`src/rtl/mips_pkg.sv`:
```
// Shared MIPS decode definitions: opcode/funct encodings, ALU operation enum,
// ID/EX control-bit positions and the combinational instruction decoder.
package mips_pkg;

  localparam logic [5:0] OP_RTYPE = 6'h00;
  localparam logic [5:0] OP_J     = 6'h02;
  localparam logic [5:0] OP_JAL   = 6'h03;
  localparam logic [5:0] OP_BEQ   = 6'h04;
  localparam logic [5:0] OP_BNE   = 6'h05;
  localparam logic [5:0] OP_ADDI  = 6'h08;
  localparam logic [5:0] OP_SLTI  = 6'h0A;
  localparam logic [5:0] OP_ANDI  = 6'h0C;
  localparam logic [5:0] OP_ORI   = 6'h0D;
  localparam logic [5:0] OP_LUI   = 6'h0F;
  localparam logic [5:0] OP_LW    = 6'h23;
  localparam logic [5:0] OP_SW    = 6'h2B;

  localparam logic [5:0] FN_SLL = 6'h00;
  localparam logic [5:0] FN_SRL = 6'h02;
  localparam logic [5:0] FN_JR  = 6'h08;
  localparam logic [5:0] FN_ADD = 6'h20;
  localparam logic [5:0] FN_SUB = 6'h22;
  localparam logic [5:0] FN_AND = 6'h24;
  localparam logic [5:0] FN_OR  = 6'h25;
  localparam logic [5:0] FN_SLT = 6'h2A;

  typedef enum logic [3:0] {
    ALU_ADD = 4'd0,
    ALU_SUB = 4'd1,
    ALU_AND = 4'd2,
    ALU_OR  = 4'd3,
    ALU_SLT = 4'd4,
    ALU_SLL = 4'd5,
    ALU_SRL = 4'd6,
    ALU_LUI = 4'd7
  } alu_op_t;

  localparam int CTRL_W          = 9;
  localparam int CTRL_REG_WRITE  = 8;
  localparam int CTRL_MEM_READ   = 7;
  localparam int CTRL_MEM_WRITE  = 6;
  localparam int CTRL_MEM_TO_REG = 5;
  localparam int CTRL_ALU_SRC    = 4;
  localparam int CTRL_REG_DST    = 3;
  localparam int CTRL_BRANCH     = 2;
  localparam int CTRL_BRANCH_NE  = 1;
  localparam int CTRL_JUMP       = 0;

  // Bits that must never fire for an unsupported encoding.
  localparam logic [CTRL_W-1:0] CTRL_KILL_MASK = (CTRL_W'(1) << CTRL_REG_WRITE)
                                               | (CTRL_W'(1) << CTRL_MEM_WRITE)
                                               | (CTRL_W'(1) << CTRL_BRANCH)
                                               | (CTRL_W'(1) << CTRL_JUMP);

  typedef struct packed {
    logic [CTRL_W-1:0] ctrl;
    alu_op_t           alu_op;
    logic [31:0]       imm;
    logic [4:0]        rd;
    logic              link;
    logic              illegal;
  } dec_t;

  function automatic dec_t decode(input logic [31:0] instr);
    dec_t       d;
    logic [5:0] op;
    logic [5:0] funct;
    op        = instr[31:26];
    funct     = instr[5:0];
    d.ctrl    = '0;
    d.alu_op  = ALU_ADD;
    d.imm     = {{16{instr[15]}}, instr[15:0]};
    d.rd      = instr[15:11];
    d.link    = 1'b0;
    d.illegal = 1'b0;
    case (op)
      OP_RTYPE: begin
        d.ctrl[CTRL_REG_DST]   = 1'b1;
        d.ctrl[CTRL_REG_WRITE] = 1'b1;
        case (funct)
          FN_ADD:  d.alu_op = ALU_ADD;
          FN_SUB:  d.alu_op = ALU_SUB;
          FN_AND:  d.alu_op = ALU_AND;
          FN_OR:   d.alu_op = ALU_OR;
          FN_SLT:  d.alu_op = ALU_SLT;
          FN_SLL:  d.alu_op = ALU_SLL;
          FN_SRL:  d.alu_op = ALU_SRL;
          FN_JR: begin
            d.ctrl[CTRL_REG_WRITE] = 1'b0;
            d.ctrl[CTRL_JUMP]      = 1'b1;
          end
          default: d.illegal = 1'b1;
        endcase
      end
      OP_ADDI: d.ctrl = CTRL_W'(9'h110);
      OP_SLTI: begin
        d.ctrl   = CTRL_W'(9'h110);
        d.alu_op = ALU_SLT;
      end
      OP_ANDI: begin
        d.ctrl   = CTRL_W'(9'h110);
        d.alu_op = ALU_AND;
        d.imm    = {16'h0000, instr[15:0]};
      end
      OP_ORI: begin
        d.ctrl   = CTRL_W'(9'h110);
        d.alu_op = ALU_OR;
        d.imm    = {16'h0000, instr[15:0]};
      end
      OP_LUI: begin
        d.ctrl   = CTRL_W'(9'h110);
        d.alu_op = ALU_LUI;
        d.imm    = {instr[15:0], 16'h0000};
      end
      OP_LW: d.ctrl = CTRL_W'(9'h1B0);
      OP_SW: d.ctrl = CTRL_W'(9'h050);
      OP_BEQ: begin
        d.ctrl[CTRL_BRANCH] = 1'b1;
        d.alu_op            = ALU_SUB;
      end
      OP_BNE: begin
        d.ctrl[CTRL_BRANCH]    = 1'b1;
        d.ctrl[CTRL_BRANCH_NE] = 1'b1;
        d.alu_op               = ALU_SUB;
      end
      OP_J: d.ctrl[CTRL_JUMP] = 1'b1;
      OP_JAL: begin
        d.ctrl[CTRL_JUMP]      = 1'b1;
        d.ctrl[CTRL_REG_WRITE] = 1'b1;
        d.link                 = 1'b1;
        d.rd                   = 5'd31;  // link register is the implicit destination
      end
      default: d.illegal = 1'b1;
    endcase
    if (d.illegal) d.ctrl = d.ctrl & ~CTRL_KILL_MASK;
    return d;
  endfunction

endpackage

```
`src/rtl/instruction_decode_register_file.sv`:
```
// 32x32 architectural register file, two combinational read ports, one write port.
// ID_WB_BYPASS_EN: forward same-cycle write data to a matching read port.
module register_file (
  input  logic        clk,
  input  logic        rst_n,
  input  logic [4:0]  ra,
  input  logic [4:0]  rb,
  output logic [31:0] rdata_a,
  output logic [31:0] rdata_b,
  input  logic        wen,
  input  logic [4:0]  waddr,
  input  logic [31:0] wdata
);

  logic [31:0] regs [32];
  logic        wr_live;

  assign wr_live = wen && (waddr != 5'd0);

  // NOTE: the whole array sits on the async reset because the pipeline relies on
  // every register reading 0 after reset; this forces flops rather than an SRAM macro.
  always_ff @(posedge clk or negedge rst_n) begin
    if (!rst_n) begin
      for (int i = 0; i < 32; i++) regs[i] <= '0;
    end else if (wr_live) begin
      regs[waddr] <= wdata;
    end
  end

  // NOTE: every output gets a value before any condition, so no latch can form.
  always_comb begin
    rdata_a = (ra == 5'd0) ? 32'h0 : regs[ra];
    rdata_b = (rb == 5'd0) ? 32'h0 : regs[rb];
`ifdef ID_WB_BYPASS_EN
    if (wr_live && (waddr == ra)) rdata_a = wdata;
    if (wr_live && (waddr == rb)) rdata_b = wdata;
`endif
  end

endmodule

```
`src/rtl/instruction_decode.sv`:
```
// MIPS decode stage: realigns fetch PC with SRAM data, decodes, reads operands
// and registers the ID/EX slot. ID_WB_BYPASS_EN enables write-back forwarding.
module instruction_decode
  import mips_pkg::*;
#(
  parameter int IM_AW = 11
) (
  input  logic        clk,
  input  logic        rst_n,
  input  logic [31:0] pc_next,
  input  logic        im_cen,
  input  logic [31:0] im_dataout,
  input  logic        flush,
  input  logic        wb_en,
  input  logic [4:0]  wb_addr,
  input  logic [31:0] wb_data,
  output logic        id_valid,
  output logic [31:0] id_pc_next,
  output logic [4:0]  id_rs,
  output logic [4:0]  id_rt,
  output logic [4:0]  id_rd,
  output logic [4:0]  id_shamt,
  output logic [31:0] id_rs_data,
  output logic [31:0] id_rt_data,
  output logic [31:0] id_imm,
  output logic [25:0] id_jtarget,
  output logic [3:0]  id_alu_op,
  output logic [8:0]  id_ctrl,
  output logic        id_link,
  output logic        id_illegal
);

  // An out-of-range SRAM address width leaves the stage permanently idle.
  localparam bit IM_AW_OK = (IM_AW > 0) && (IM_AW <= 30);

  logic        a_v;
  logic [31:0] a_pc;
  logic        load_v;
  dec_t        dec;
  logic [31:0] rs_data;
  logic [31:0] rt_data;

  // NOTE: sequential state uses non-blocking assignments so every flop samples
  // pre-edge values regardless of process ordering.
  always_ff @(posedge clk or negedge rst_n) begin
    if (!rst_n) begin
      a_v  <= 1'b0;
      a_pc <= '0;
    end else begin
      a_v  <= ~im_cen & ~flush & IM_AW_OK;
      a_pc <= pc_next;
    end
  end

  register_file u_rf (
    .clk     (clk),
    .rst_n   (rst_n),
    .ra      (im_dataout[25:21]),
    .rb      (im_dataout[20:16]),
    .rdata_a (rs_data),
    .rdata_b (rt_data),
    .wen     (wb_en),
    .waddr   (wb_addr),
    .wdata   (wb_data)
  );

  always_comb dec = decode(im_dataout);

  assign load_v = a_v & ~flush;

  always_ff @(posedge clk or negedge rst_n) begin
    if (!rst_n) begin
      id_valid   <= 1'b0;
      id_pc_next <= '0;
      id_rs      <= '0;
      id_rt      <= '0;
      id_rd      <= '0;
      id_shamt   <= '0;
      id_rs_data <= '0;
      id_rt_data <= '0;
      id_imm     <= '0;
      id_jtarget <= '0;
      id_alu_op  <= '0;
      id_ctrl    <= '0;
      id_link    <= 1'b0;
      id_illegal <= 1'b0;
    end else begin
      id_valid   <= load_v;
      id_pc_next <= a_pc;
      id_rs      <= im_dataout[25:21];
      id_rt      <= im_dataout[20:16];
      id_rd      <= dec.rd;
      id_shamt   <= im_dataout[10:6];
      id_rs_data <= rs_data;
      id_rt_data <= rt_data;
      id_imm     <= dec.imm;
      id_jtarget <= im_dataout[25:0];
      id_alu_op  <= dec.alu_op;
      // A dead slot must carry no side effects downstream.
      id_ctrl    <= load_v ? dec.ctrl : '0;
      id_link    <= load_v & dec.link;
      id_illegal <= load_v & dec.illegal;
    end
  end

endmodule

```
`config.mk`:
```
export PLATFORM = sky130hd
export DESIGN_NAME = instruction_decode
export DESIGN_NICKNAME = d
export VERILOG_FILES = /design/src/rtl/mips_pkg.sv /design/src/rtl/instruction_decode_register_file.sv /design/src/rtl/instruction_decode.sv
export SDC_FILE = /design/constraint.sdc
export NUM_CORES = 2
export LEC_CHECK = 0
export CAP_MARGIN = 0
export CORE_MARGIN = 4
export CORE_UTILIZATION = 64
export DETAILED_ROUTE_END_ITERATION = 12
export DONT_BUFFER_PORTS = 1
export GPL_ROUTABILITY_DRIVEN = 0
export PLACE_DENSITY = 0.8
export SYNTH_ARGS = -nofsm -noshare
export SYNTH_HDL_FRONTEND = slang
export SYNTH_SLANG_ARGS = --single-unit
```
`constraint.sdc`:
```
create_clock -name clk -period 2 [get_ports clk]
set_clock_uncertainty 0.2 [all_clocks]
set_input_delay 0.3 -clock clk [delete_from_list [all_inputs] [get_ports clk]]
set_output_delay 0.3 -clock clk [all_outputs]
set_load 0.1 [all_outputs]
```
==> impl_metrics.csv <==
group,metric,value,unit
sta,tightest_slew,1.27,ns
critical_path,crit_path_end,"id_ctrl[7]$_DFF_PN0_",
yosys,ys_seq_area_frac,0.509,
cts,clock-root-buffer,"clkbuf_16",
sta,slew_headroom,0.152,
yosys,netlist-cell-type-count,58,
critical_path,reg2reg_slack,0.01,ns
floorplanning,design.core.area,0.0935,sq mm
grt,grt_usage,0.363,
cts,clk_pin_slew,0.08,ns
critical_path,worstPathMaxFanout,7,
cts,htreeDepth,4,
floorplanning,rows,112,
critical_path,end_kind,"flip-flop",
yosys,synth_common_cells,"dfrtp_1, mux2_2, mux4_2",
status,status,"complete, but fails checks",
critical_path,cp.arrival,2.51,ns
critical_path,critPathKind,"in -> reg",
final_layout,finalInstanceArea,0.0699,sq mm
cts,clk_latency,0.76,ns
yosys,async_flop_share,1.00,
sta,period_share,1.01,
placed_design,dp_hpwl,93.7,mm
pwr,power.ir.vdd_worst,0.000973,V
detailed_routing,wl_per_cell,34.3,microns
detailed_routing,viasPerCell,7.34,
floorplanning,initial_utilization,0.646,
cts,cts.sinks,1230,
grt,overflow,0,
final_layout,fin_nets,4085,
cts,cts_buffers,131,
critical_path,crit_start,"im_dataout[26]",
status,violations,"negative hold slack, negative setup slack",
grt,antenna_found_initial,12,
cts,cts_max_path_buffers,3,
pwr,cellPowerDensity,1050,mW/mm^2
worst_hold_path,min_path_type,"in -> async",
yosys,synth_top_area_cell,"dfrtp_1",
grt,grt_max_degree,1231,
sta,hold_ws,-0.982,ns
critical_path,r2r-end,"id_rt_data[25]$_DFF_PN0_",
yosys,yosysMostFrequentCell,"dfrtp_1",
grt,grt_pass1_wl,266,mm
floorplanning,dieArea,0.0994,sq mm
floorplanning,ioPinCount,296,
detailed_routing,wirelength,183,mm
critical_path,reg2regPathDepth,5,
yosys,ys.flop_type,"dfrtp_1",
detailed_routing,num_vias,39207,
yosys,syn_area,0.0604,sq mm
run,maxCapViolations,0,
sta,setup_tns,-0.0272,ns
critical_path,r2r-start,"u_rf.regs[281]$_DFFE_PN0P_",
cts,tritoncts,"done",
detailed_routing,dr.pass1.iters,5,
placed_design,place_ws,-0.361,ns
yosys,syn_inst,3821,
detailed_routing,drt_iter0_markers,4675,
yosys,synth_edf_count,0,
yosys,ys_warn_count,0,
detailed_routing,drc,0,
grt,grt_pass1_vias,41132,
yosys,synth_top_area_frac,0.509,
yosys,synth_area_leaders,"dfrtp_1, mux2_2, mux4_2",
sta,setup_viol,1,
yosys,syn_area_per_cell,15.8,sq um
sta,hold_viol,485,
pwr,leakage,30.5,nW
yosys,postSynthNetCount,3927,
critical_path,worst_ep_required_time,2.48,ns
sta,clock.fmax,0.493,GHz
floorplanning,die_h,315,microns
placed_design,numPortBuffers,0,
detailed_routing,ant_nets,0,
final_layout,drive_gt1_frac,0.547,
placed_design,postPlaceCellArea,0.0630,sq mm
sta,period_minus_slack,2.03,ns
final_layout,final_util,0.748,
floorplanning,die_w,315,microns
final_layout,syn2layout_area_growth,15.7,%
sta,maxSlewViolCount,0,
yosys,ys_ff_latch,1230,
sta,postLayoutSetupSlackWorst,-0.0272,ns
critical_path,cp-start-kind,"input pin",
## layout by cell type (no fill, tap or decap), drive strengths merged, types with 2 or more instances in the layout
cell type	instances
dfrtp	1230
and3b	4
a21oi	88
clkinv	17
a211oi	2
o21ai	37
inv	9
mux2i	80
or4	2
a22oi	16
nand3	4
buf	294
o221ai	32
clkbuf	198
bufinv	11
nor4	2
nand2b	2
and3	2
a221oi	48
or2b	2
xnor2	2
clkinvlp	3
a21o	17
a31oi	17
nand3b	6
or2	9
mux2	1104
dlymetal6s4s	10
nand2	36
nor2b	22
mux4	512
dlygate4sd3	150
nor3b	6
nor3	3
and2	3
nor2	81
diode	9
## area by class of cell
| type | instances | area, sq um |
|---|---|---|
| diodes | 9 | 22.5 |
| clock buffers | 193 | 3960 |
| clock inverters | 36 | 538 |
| fillers | 5303 | 23600 |
| inverters | 4 | 15.0 |
| multi-input cells | 2153 | 28000 |
| flip-flops and latches | 1230 | 30800 |
| well taps | 1254 | 1570 |
| repair buffers | 459 | 5040 |
## worst max-delay path: stages
cell and delay, ns:
dlygate4sd3_1 0.73, nand2_1 0.24, nor4b_2 0.41, nor3b_1 0.22, dlygate4sd3_1 0.60
## metal layers
metal	track usage	vias to the layer above	wire, microns
li1	-	14950	-
met1	0.472	20956	66000
met2	0.575	2592	87700
met3	0.0962	703	18800
met4	0.181	6	10800
met5	0	-	44
## state kept, by name, indices dropped and copies added, names as in the netlist
register    count
u_rf.regs    1024
id_alu_op       3
id_jtarget     26
id_illegal      1
id_pc_next     32
a_v             1
id_rs_data     32
a_pc           32
id_link         1
id_imm         32
id_valid        1
id_rt_data     32
id_ctrl         8
id_rd           5
## stage by stage
stage                     instances  power (mW)
after floorplan                3821        43.7
after global placement         4915        45.3
after detailed placement       4915        46.5
after CTS                      5303        72.4
after global routing           5337        75.8
final                          5338        73.5
## power by group
group	total, mW	switching (mW)	internal [mW]
clock	25.4	10.2	15.2
sequential	32.6	3.45	29.2
combinational	15.5	7.20	8.30
## cell families after synthesis
group / after synthesis / synth area share
other cells: 1 / 0.0000621
simple gates: 190 / 0.0158
xor+xnor: 2 / 0.000290
flops: 1230 / 0.509
compound gates: 264 / 0.0294
mux: 1696 / 0.410
buf+inv: 438 / 0.0351
## worst min-delay path by stage
| stage | startpoint | endpoint | depth (start not counted) |
|---|---|---|---|
| after floorplan | rst_n | a_pc[0]$_DFF_PN0_ | 0 |
| after global placement | rst_n | a_pc[19]$_DFF_PN0_ | 0 |
| after detailed placement | rst_n | a_pc[20]$_DFF_PN0_ | 0 |
| after CTS | rst_n | a_pc[20]$_DFF_PN0_ | 0 |
| after global routing | rst_n | id_pc_next[3]$_DFF_PN0_ | 0 |
| final | rst_n | id_imm[20]$_DFF_PN0_ | 0 |
## what timing repair did
action                                  in CTS  in global routing
resized for setup                            9                 32
endpoints found under the setup margin       9                666
buffers inserted                             0                  1
endpoints found under the hold margin     2396                450
gates cloned                                 0                  5
pin swaps                                    0                  4
hold buffers                               159                 16
Power figures use the tool's default switching activity.
